## config.mk

```make
export PLATFORM = sky130hd
export DESIGN_NAME = spi_master_mc_flat
export DESIGN_NICKNAME = d
export VERILOG_FILES = /design/src/rtl/spi_master_mc_if.sv /design/src/rtl/spi_master_mc.sv /design/src/flat_wrapper.sv
export SDC_FILE = /design/constraint.sdc
export NUM_CORES = 1
export LEC_CHECK = 0
export ABC_AREA = 1
export BUFFER_PORTS_ARGS = -buffer_cell sky130_fd_sc_hd__buf_2
export CAP_MARGIN = 20
export CORE_MARGIN = 1
export CORE_UTILIZATION = 45
export DETAILED_ROUTE_END_ITERATION = 12
export PLACE_DENSITY_LB_ADDON = 0.3
export SLEW_MARGIN = 40
export SYNTH_ARGS = -nofsm -noshare
export SYNTH_HDL_FRONTEND = slang
export SYNTH_SLANG_ARGS = --single-unit
export TNS_END_PERCENT = 100
```

## constraint.sdc

```tcl
create_clock -name i_clk -period 1.6 [get_ports i_clk]
set_input_delay 0.08 -clock i_clk [delete_from_list [all_inputs] [get_ports i_clk]]
set_output_delay 0.08 -clock i_clk [all_outputs]
set_load 0.005 [all_outputs]
```

## src/rtl/spi_master_mc_if.sv

```systemverilog
// rtl/spi_master_mc_if.sv - request, response and serial bus bundle for spi_master_mc
// Request side:  i_data, i_dv, i_ss_sel, i_cpol, i_cpha (controller -> master)
// Response side: o_ready, o_active, o_dv, o_data (master -> controller)
// Serial side:   o_sclk, o_mosi, o_ss_n out of the master, i_miso into it
// Modport master is the block itself; modport slave is the controller/bus side.
interface spi_master_mc_if #(
    parameter int p_WORD_LEN = 8,
    parameter int p_NUM_SS   = 2
);
    localparam int SEL_W = (p_NUM_SS > 1) ? $clog2(p_NUM_SS) : 1;

    logic [p_WORD_LEN-1:0] i_data;
    logic                  i_dv;
    logic [SEL_W-1:0]      i_ss_sel;
    logic                  i_cpol;
    logic                  i_cpha;
    logic                  i_miso;
    logic                  o_sclk;
    logic                  o_mosi;
    logic [p_NUM_SS-1:0]   o_ss_n;
    logic                  o_ready;
    logic                  o_active;
    logic                  o_dv;
    logic [p_WORD_LEN-1:0] o_data;

    modport master (
        input  i_data, i_dv, i_ss_sel, i_cpol, i_cpha, i_miso,
        output o_sclk, o_mosi, o_ss_n, o_ready, o_active, o_dv, o_data
    );

    modport slave (
        output i_data, i_dv, i_ss_sel, i_cpol, i_cpha, i_miso,
        input  o_sclk, o_mosi, o_ss_n, o_ready, o_active, o_dv, o_data
    );
endinterface

```

## src/rtl/spi_master_mc.sv

```systemverilog
// rtl/spi_master_mc.sv - SPI master with word length, mode 0-3 and multi chip-select
// Ports: i_clk, i_rst (sync, active-high) and bus (spi_master_mc_if.master).
// A request is accepted in IDLE when i_dv=1 and i_ss_sel is in range; the
// transfer runs LEAD -> XFER -> TRAIL and ends with a one-cycle o_dv pulse.
module spi_master_mc #(
    parameter int p_WORD_LEN = 8,
    parameter int p_CLK_DIV  = 10,
    parameter int p_NUM_SS   = 2
) (
    input logic             i_clk,
    input logic             i_rst,
    spi_master_mc_if.master bus
);
    localparam int SEL_W  = (p_NUM_SS > 1) ? $clog2(p_NUM_SS) : 1;
    localparam int DIV_W  = $clog2(p_CLK_DIV);
    localparam int EDGE_W = $clog2(2 * p_WORD_LEN);

    localparam logic [DIV_W-1:0]  DIV_LAST  = DIV_W'(p_CLK_DIV - 1);
    localparam logic [EDGE_W-1:0] EDGE_LAST = EDGE_W'(2 * p_WORD_LEN - 1);

    localparam logic [1:0] S_IDLE  = 2'd0;
    localparam logic [1:0] S_LEAD  = 2'd1;
    localparam logic [1:0] S_XFER  = 2'd2;
    localparam logic [1:0] S_TRAIL = 2'd3;

    logic [1:0]            state;
    logic [DIV_W-1:0]      div_cnt;
    logic [EDGE_W-1:0]     edge_cnt;
    logic                  cpol_r;
    logic                  cpha_r;
    logic                  sclk_r;
    logic                  mosi_r;
    logic [p_NUM_SS-1:0]   ss_n_r;
    logic                  dv_r;
    logic [p_WORD_LEN-1:0] data_r;
    logic [p_WORD_LEN-1:0] tx_sr;
    logic [p_WORD_LEN-1:0] rx_sr;

    logic                  sel_ok;
    logic [p_NUM_SS-1:0]   sel_mask;
    logic                  accept;
    logic                  half_done;
    logic                  fire;
    logic                  fire_lead;
    logic                  fire_last;
    logic                  do_sample;
    logic                  do_drive;

    always_comb begin
        sel_ok = (32'(bus.i_ss_sel) < p_NUM_SS);
        for (int i = 0; i < p_NUM_SS; i++) begin
            sel_mask[i] = (bus.i_ss_sel == SEL_W'(i));
        end
    end

    assign accept    = (state == S_IDLE) && bus.i_dv && sel_ok;
    assign half_done = (div_cnt == DIV_LAST);

    // An SCLK edge fires at the start of every XFER half-period. The first
    // comes from the end of LEAD; the rest from half-period wraps in XFER,
    // except after the final half-period, where SCLK is already back at idle.
    always_comb begin
        fire      = 1'b0;
        fire_lead = 1'b0;
        fire_last = 1'b0;
        if (state == S_LEAD && half_done) begin
            fire      = 1'b1;
            fire_lead = 1'b1;
        end else if (state == S_XFER && half_done && edge_cnt != EDGE_LAST) begin
            fire      = 1'b1;
            // Upcoming half-period index is edge_cnt+1; even indices are leading.
            fire_lead = edge_cnt[0];
            fire_last = (edge_cnt + 1'b1 == EDGE_LAST);
        end
    end

    // Sample on leading edges for cpha=0 and trailing edges for cpha=1; the
    // other edge drives. The final (trailing) edge never drives a new bit.
    assign do_sample = fire && (fire_lead ^ cpha_r);
    assign do_drive  = fire && !(fire_lead ^ cpha_r) && !fire_last;

    always_ff @(posedge i_clk) begin
        if (i_rst) begin
            state    <= S_IDLE;
            div_cnt  <= '0;
            edge_cnt <= '0;
            cpol_r   <= 1'b0;
            cpha_r   <= 1'b0;
            sclk_r   <= 1'b0;
            mosi_r   <= 1'b0;
            ss_n_r   <= '1;
            dv_r     <= 1'b0;
            data_r   <= '0;
            tx_sr    <= '0;
            rx_sr    <= '0;
        end else begin
            dv_r <= 1'b0;
            case (state)
                S_IDLE: begin
                    cpol_r   <= bus.i_cpol;
                    sclk_r   <= bus.i_cpol;
                    div_cnt  <= '0;
                    edge_cnt <= '0;
                    if (accept) begin
                        state  <= S_LEAD;
                        cpha_r <= bus.i_cpha;
                        ss_n_r <= ~sel_mask;
                        rx_sr  <= '0;
                        // cpha=0 presents the MSB before the first edge.
                        if (!bus.i_cpha) begin
                            mosi_r <= bus.i_data[p_WORD_LEN-1];
                            tx_sr  <= {bus.i_data[p_WORD_LEN-2:0], 1'b0};
                        end else begin
                            tx_sr  <= bus.i_data;
                        end
                    end
                end
                S_LEAD: begin
                    div_cnt <= half_done ? '0 : div_cnt + 1'b1;
                    if (half_done) begin
                        state <= S_XFER;
                    end
                end
                S_XFER: begin
                    div_cnt <= half_done ? '0 : div_cnt + 1'b1;
                    if (half_done) begin
                        if (edge_cnt == EDGE_LAST) begin
                            state <= S_TRAIL;
                        end else begin
                            edge_cnt <= edge_cnt + 1'b1;
                        end
                    end
                end
                default: begin
                    div_cnt <= half_done ? '0 : div_cnt + 1'b1;
                    if (half_done) begin
                        state  <= S_IDLE;
                        ss_n_r <= '1;
                        dv_r   <= 1'b1;
                        data_r <= rx_sr;
                    end
                end
            endcase

            if (fire) begin
                sclk_r <= ~sclk_r;
            end
            if (do_sample) begin
                rx_sr <= {rx_sr[p_WORD_LEN-2:0], bus.i_miso};
            end
            if (do_drive) begin
                mosi_r <= tx_sr[p_WORD_LEN-1];
                tx_sr  <= {tx_sr[p_WORD_LEN-2:0], 1'b0};
            end
        end
    end

    assign bus.o_sclk   = sclk_r;
    assign bus.o_mosi   = mosi_r;
    assign bus.o_ss_n   = ss_n_r;
    assign bus.o_ready  = (state == S_IDLE);
    assign bus.o_active = (state != S_IDLE);
    assign bus.o_dv     = dv_r;
    assign bus.o_data   = data_r;
endmodule

```

## src/flat_wrapper.sv

```systemverilog
// flat-port wrapper written by rule: the top's interface ports become plain ports
module spi_master_mc_flat 
#(
    parameter int p_WORD_LEN = 8,
    parameter int p_CLK_DIV  = 10,
    parameter int p_NUM_SS   = 2
)
  (i_clk, i_rst, bus_i_data, bus_i_dv, bus_i_ss_sel, bus_i_cpol, bus_i_cpha, bus_i_miso, bus_o_sclk, bus_o_mosi, bus_o_ss_n, bus_o_ready, bus_o_active, bus_o_dv, bus_o_data);
  spi_master_mc_if #(.p_WORD_LEN(p_WORD_LEN), .p_NUM_SS(p_NUM_SS)) bus_i ();
  input logic i_clk;
  input logic i_rst;
  input wire logic [$bits(bus_i.i_data)-1:0] bus_i_data;
  input wire logic [$bits(bus_i.i_dv)-1:0] bus_i_dv;
  input wire logic [$bits(bus_i.i_ss_sel)-1:0] bus_i_ss_sel;
  input wire logic [$bits(bus_i.i_cpol)-1:0] bus_i_cpol;
  input wire logic [$bits(bus_i.i_cpha)-1:0] bus_i_cpha;
  input wire logic [$bits(bus_i.i_miso)-1:0] bus_i_miso;
  output wire logic [$bits(bus_i.o_sclk)-1:0] bus_o_sclk;
  output wire logic [$bits(bus_i.o_mosi)-1:0] bus_o_mosi;
  output wire logic [$bits(bus_i.o_ss_n)-1:0] bus_o_ss_n;
  output wire logic [$bits(bus_i.o_ready)-1:0] bus_o_ready;
  output wire logic [$bits(bus_i.o_active)-1:0] bus_o_active;
  output wire logic [$bits(bus_i.o_dv)-1:0] bus_o_dv;
  output wire logic [$bits(bus_i.o_data)-1:0] bus_o_data;
  assign bus_i.i_data = bus_i_data;
  assign bus_i.i_dv = bus_i_dv;
  assign bus_i.i_ss_sel = bus_i_ss_sel;
  assign bus_i.i_cpol = bus_i_cpol;
  assign bus_i.i_cpha = bus_i_cpha;
  assign bus_i.i_miso = bus_i_miso;
  assign bus_o_sclk = bus_i.o_sclk;
  assign bus_o_mosi = bus_i.o_mosi;
  assign bus_o_ss_n = bus_i.o_ss_n;
  assign bus_o_ready = bus_i.o_ready;
  assign bus_o_active = bus_i.o_active;
  assign bus_o_dv = bus_i.o_dv;
  assign bus_o_data = bus_i.o_data;
  spi_master_mc #(.p_WORD_LEN(p_WORD_LEN), .p_CLK_DIV(p_CLK_DIV), .p_NUM_SS(p_NUM_SS)) u_core (.i_clk(i_clk), .i_rst(i_rst), .bus(bus_i));
endmodule
```

==> results.yml, run 1 <==
die:
  core_sq_um: 4115
  initial_core_util: 0.4795
  row_count: 23
  dieArea_sq_um: 4653
  die_x_microns: 68.22
  pin_count: 30
  die_h_microns: 68.22
worst_setup_path:
  cpPeakStageDelay_ps: 320
  critPathArrivalTime_ps: 1800
  critPathMaxFanout: 7
  cp.required_ps: 1780
  r2r-end: "u_core.tx_sr[5]"
  r2r-start: "u_core.div_cnt[1]"
  crit_chain: "inv_2, ha_4, nand2_4, nor2_4, nand3_2, nand2_4, nand3_4, nand2_8, buf_8, nand3_2, nand2_2, a21oi_2"
  crit_path_end_kind: "flop"
  cp_top_family: "simple AND/OR/NAND/NOR gates"
  startpoint_type: "flop"
  cp.buffers_inverters: 2
  critical_path_class: "reg -> reg"
  critical-path-slowest-cell: "dfxtp_2"
  ff2ff_path_depth: 12
  ff2ff_setup_slack_ps: -10
route:
  drc: 0
  dr.pass1.iters: 4
  post_drt_wl_per_cell_microns: 12.99
  num_vias: 1845
  drt-total-wl_mm: 4.636
  first_iter_violations: 93
  viasPerCell: 5.168
  drtAntennaViolNets: 0
final_layout:
  syn_to_final_growth_pct: 37.35
  antennaDiodeCount: 0
  final_area_sq_um: 2710
  nets: 329
  drive_gt1_frac: 0.4300
timing:
  fin_crit_ps: 1614
  fmax_mhz: 619.7
  rsz0062_at_grt: "yes"
  finalSetupViolCount: 9
  finalMaxSlewViolations: 0
  worst_slack_ps: -13.75
  fin_crit_sh: 1.009
  skew_ps: 7.326
  tns_ps: -57.94
  worstMarginPinSlew_ps: 359.9
  slew_headroom: 0.7601
  hold_viol: 0
cts:
  path_clk_slew_ps: 80
  clock_sinks: 40
  htreeDepth: 2
  cts_tree: "done"
  cts-root-buf: "clkbuf_8"
  clk_latency_ps: 300
  cts_buffers: 5
  cts_max_path_buffers: 2
  cts_hold_buf: 0
global_route:
  grt_max_degree: 31
  grt_pass1_vias: 1647
  grt_pass1_wl_mm: 7.148
  antenna_found_initial: 0
  grt_use_total: 0.2114
  overflow: 0
synth:
  netlist_area_sq_um: 1973
  synth_ff_type: "dfxtp_1"
  ys_seq_area_frac: 0.4058
  synth.distinct_cells: 32
  synth_seq_cells: 40
  synth_edf_count: 0
  synth_nets: 272
  syn_avg_cell_area_sq_um: 7.924
  synth_cells: 249
  synthArstFlopShare: 0
  ys_warn_count: 0
placement:
  dp_slack_ps: -76.79
  globalplace.congestion: 0.8411
  placed_area_sq_um: 2328
  numPortBuffers: 29
  post-dp-hpwl_mm: 3.005
power:
  p_leak_nw: 1.098
  power.density_nw_per_um2: 1277
  peakVddDrop_uv: 934.9
hold_path:
  min_path_type: "in -> reg"
  hold_start: "bus_i_miso"
  min_path_cells: 3
  min_to: "u_core.rx_sr[0]"
outcome:
  violations: "setup timing"
  status: "complete, but fails checks"
job:
  drv_cap: 0
-- tightest hold or removal path, stage by stage --
cell	delay (ps)
buf_2	100
nand2_1	50
a21oi_1	50
-- cell usage in the layout, fill, tap and decap left out, types with 2 or more instances in the layout --
cell,n
o21ai_1,3
a21oi_1,25
buf_4,22
o21ai_2,2
clkbuf_8,7
nor2_4,2
inv_2,2
nand3_4,2
nand2_1,40
dfxtp_1,35
a21oi_2,5
nand2_4,3
nor2_1,9
o21ai_0,2
a22oi_1,6
nand4_1,2
ha_2,3
inv_1,21
buf_6,3
a22oi_2,2
nor2_2,3
dfxtp_2,5
nand3_2,18
ha_1,4
nor3_2,2
or2_2,2
nand2_8,2
nand3_1,25
nand2_2,7
buf_2,29
-- report_power, final --
part / total [mW] / internal, mW / switching, mW
logic: 1.36 / 0.574 / 0.789
clock network: 0.898 / 0.550 / 0.348
registers: 1.20 / 1.12 / 0.0787
-- how the worst max path moves through the flow --
stage | from | endpoint | slack, ps | cells past startpoint
after floorplan | u_core.state[0] | u_core.bus.o_mosi | -7 | 7
after global placement | u_core.state[1] | u_core.tx_sr[6] | -30 | 10
after detailed placement | u_core.div_cnt[1] | u_core.tx_sr[5] | -80 | 12
after CTS | u_core.div_cnt[1] | u_core.tx_sr[5] | -10 | 12
after global routing | u_core.div_cnt[1] | u_core.tx_sr[2] | -130 | 12
final | u_core.div_cnt[1] | u_core.tx_sr[5] | -10 | 12
-- metal layers --
metal / vias up / track usage / wire length (microns) / part of all wire
met5: - / 0 / 0 / 0
met4: 0 / 0.06510 / 39 / 0.0084
met3: 4 / 0.07000 / 219 / 0.047
met2: 44 / 0.3431 / 2213 / 0.48
met1: 841 / 0.2624 / 2163 / 0.47
li1: 956 / - / - / -
-- sequential cells by signal (all words and copies together), names as in the netlist --
| register | flops |
|---|---|
| u_core.rx_sr | 8 |
| u_core.bus.o_ss_n | 2 |
| u_core.state | 2 |
| u_core.div_cnt | 4 |
| u_core.cpha_r | 1 |
| u_core.bus.o_sclk | 1 |
| u_core.bus.o_dv | 1 |
| u_core.edge_cnt | 4 |
| u_core.tx_sr | 8 |
| u_core.bus.o_mosi | 1 |
| u_core.bus.o_data | 8 |
-- layout make-up --
class | count | area (sq um)
clock inverter | 1 | 30.03
clock buffer | 7 | 96.34
tap | 50 | 62.56
timing repair buffer | 56 | 379.1
multi-input combinational | 178 | 1234
inverter | 25 | 101.3
fill | 356 | 1405
sequential | 40 | 807.0
-- logic make-up after synthesis --
| logic type | Yosys count | synth area share |
|---|---|---|
| simple gates | 118 | 0.3209 |
| compound gates | 48 | 0.1363 |
| flops | 40 | 0.4058 |
| buf+inv | 33 | 0.07609 |
| fa+ha+maj | 8 | 0.05073 |
| xor+xnor | 1 | 0.004440 |
| mux | 1 | 0.005707 |
-- through the flow --
stage          hold WS (ps)    util  total power [mW]  cells
6_report              36.77  0.6586             3.462    357
5_1_grt               11.09  0.6586             3.676    357
4_1_cts               25.16  0.6184             3.277    352
3_5_place_dp          339.5  0.5658             2.295    340
3_3_place_gp          339.1  0.5658             2.272    340
2_1_floorplan         227.8       -             1.890    249
-- cell usage after synthesis (3+ instances only) --
library cell	number	share of area
nand2_1	45	0.086
dfxtp_1	40	0.41
nand3_1	34	0.086
a21oi_1	29	0.074
inv_1	22	0.042
nor2_1	12	0.023
nand3_2	10	0.051
a22oi_1	8	0.030
ha_1	8	0.051
o21ai_0	7	0.018
clkbuf_1	3	0.0057
inv_2	3	0.0057
nand2_2	3	0.0095
nand2_4	3	0.017
-- repair_timing --
item	in CTS	in global routing
setup buffers	4	3
cloned	0	2
gates resized for setup	14	34
setup endpoints to repair	20	26
pin swaps	7	14
No activity file was read; power rests on OpenSTA's default activity.
==> run 2, diff against run 1 <==
- BUFFER_PORTS_ARGS: -buffer_cell sky130_fd_sc_hd__buf_2 -> default
- CORE_MARGIN: 1 -> 2
- DONT_BUFFER_PORTS: default -> 1
- PLACE_DENSITY_LB_ADDON: 0.3 -> default
==> run 2 against run 1 <==
Effect of this change:
- the run now ends clean
- total power is 13% lower
- combinational power decreased by 19%
- routed wire length decreased by 10%
- fmax rose by 2.2%
- cell count shrank 7.8%
- clock-buffer cell count shrank 1
- worst setup slack gained 35 ps
- highest routed layer unchanged
- utilization fell by 9.1 points
- flip-flop and latch count stayed put
- clock power fell by 20%
- sequential power about the same
- critical endpoint is now u_core.tx_sr[1]
==> results.yml, run 2 (same netlist as run 1, synthesis figures left out) <==
outcome:
  status: "complete, no violations"
route:
  num_vias: 1717
  drc: 0
  viasPerCell: 5.219
  post_drt_wl_per_cell_microns: 12.68
  first_iter_violations: 57
  drt-total-wl_mm: 4.172
  drtAntennaViolNets: 0
  dr.pass1.iters: 4
timing:
  fin_crit_ps: 1579
  fmax_mhz: 633.4
  finalSetupViolCount: 0
  tns_ps: 0
  hold_viol: 0
  skew_ps: 10.72
  slew_headroom: 0.7693
  rsz0062_at_grt: "yes"
  worstMarginPinSlew_ps: 346.0
  holdWs_ps: 15.04
  finalMaxSlewViolations: 0
  fin_crit_sh: 0.9868
worst_setup_path:
  cp.required_ps: 1800
  cpPeakStageDelay_ps: 330
  critical-path-slowest-cell: "dfxtp_2"
  critPathMaxFanout: 7
  ff2ff_path_depth: 12
  crit_chain: "inv_2, ha_4, nand2_2, nor2_4, nand3_2, nand2_4, nand3_4, nand2_4, buf_6, nand3_1, nand2_1, a21oi_1"
  crit_path_end_kind: "flop"
  critPathArrivalTime_ps: 1780
  startpoint: "u_core.div_cnt[1]"
  crit_top_cell: "nand2_4"
  critical_path_class: "reg -> reg"
  r2r-start: "u_core.div_cnt[1]"
  startpoint_type: "flop"
global_route:
  overflow: 0
  grt_pass1_vias: 1599
  grt_pass1_wl_mm: 7.017
  grt_use_total: 0.1803
  grt_max_degree: 31
  antenna_found_initial: 0
cts:
  cts_max_path_buffers: 2
  htreeDepth: 2
  path_clk_slew_ps: 90
  cts_tree: "done"
  clk_latency_ps: 300
  clock_sinks: 40
  cts_buffers: 5
  cts-root-buf: "clkbuf_8"
power:
  peakVddDrop_uv: 803.7
  power.density_nw_per_um2: 1241
  p_leak_nw: 0.9230
final_layout:
  final_area_sq_um: 2439
  mostFrequentLayoutCells: "nand2_1, dfxtp_1, nand3_1, a21oi_1, buf_4"
  finalNonFillerCells: 329
  final_common_cell: "nand2_1"
  antennaDiodeCount: 0
  nets: 299
  drive_gt1_frac: 0.3141
  syn_to_final_growth_pct: 23.59
die:
  die_x_microns: 70.22
  initial_core_util: 0.4595
  dieArea_sq_um: 4930
  pin_count: 30
  die_h_microns: 70.22
  row_count: 24
  core_sq_um: 4294
placement:
  globalplace.congestion: 0.7548
  numPortBuffers: 0
  post-dp-hpwl_mm: 2.926
  dp.cells: 315
  placed_area_sq_um: 2188
hold_path:
  min_path_type: "in -> reg"
  min_path_cells: 2
  hold_start: "bus_i_data[0]"
job:
  drv_cap: 0
run 2: layer usage:
metal | global-route usage | wire length, microns
met1 | 0.2319 | 1979
met2 | 0.2815 | 1918
met3 | 0.05628 | 203
met4 | 0.07265 | 70
met5 | 0 | 0
run 2: metrics by stage:
step           utilization  power [mW]  worst slack [ps]
6_report            0.5679       3.025             21.13
3_3_place_gp        0.5096       2.162             4.854
4_1_cts             0.5507       2.962             2.277
5_1_grt             0.5679       3.239            -81.28
2_1_floorplan            -       1.890            -7.054
3_5_place_dp        0.5096       2.173            -26.57
run 2: repair_timing:
action | CTS | global route
hold buffers | 3 | 0
pin swaps | 3 | 4
gates resized for setup | 6 | 20
buffers inserted | 1 | 2
setup endpoints to repair | 12 | 25
endpoints found under the hold margin | 32 | 0
run 2: power by group:
part	switching (mW)	internal (mW)
clock network	0.367	0.349
registers	0.0853	1.12
logic	0.669	0.435
run 2: area by class of cell:
type	instances	area (sq um)
multi-input cells	176	1139
repair buffers	28	235.2
inverters	25	96.34
well taps	52	65.06
flip-flops and latches	40	805.8
fillers	422	1856
clock inverters	2	15.01
clock buffers	6	82.58
run 2: critical path: cells and delay by family, from the launching register on:
family | cells | cell delay [ps]
buffers and inverters | 2 | 190
flip-flops | 1 | 330
AND/OR/NAND/NOR | 8 | 760
adder cells (fa/ha/maj) | 1 | 160
AO/OA/AOI/OAI | 1 | 60
run 2: final timing paths:
path / endpoint / slack, ps
setup / recovery: u_core.tx_sr[1] / 20
setup reg to reg: u_core.tx_sr[1] / 20
hold reg to reg: u_core.rx_sr[7] / 480
hold / removal: u_core.tx_sr[0] / 20
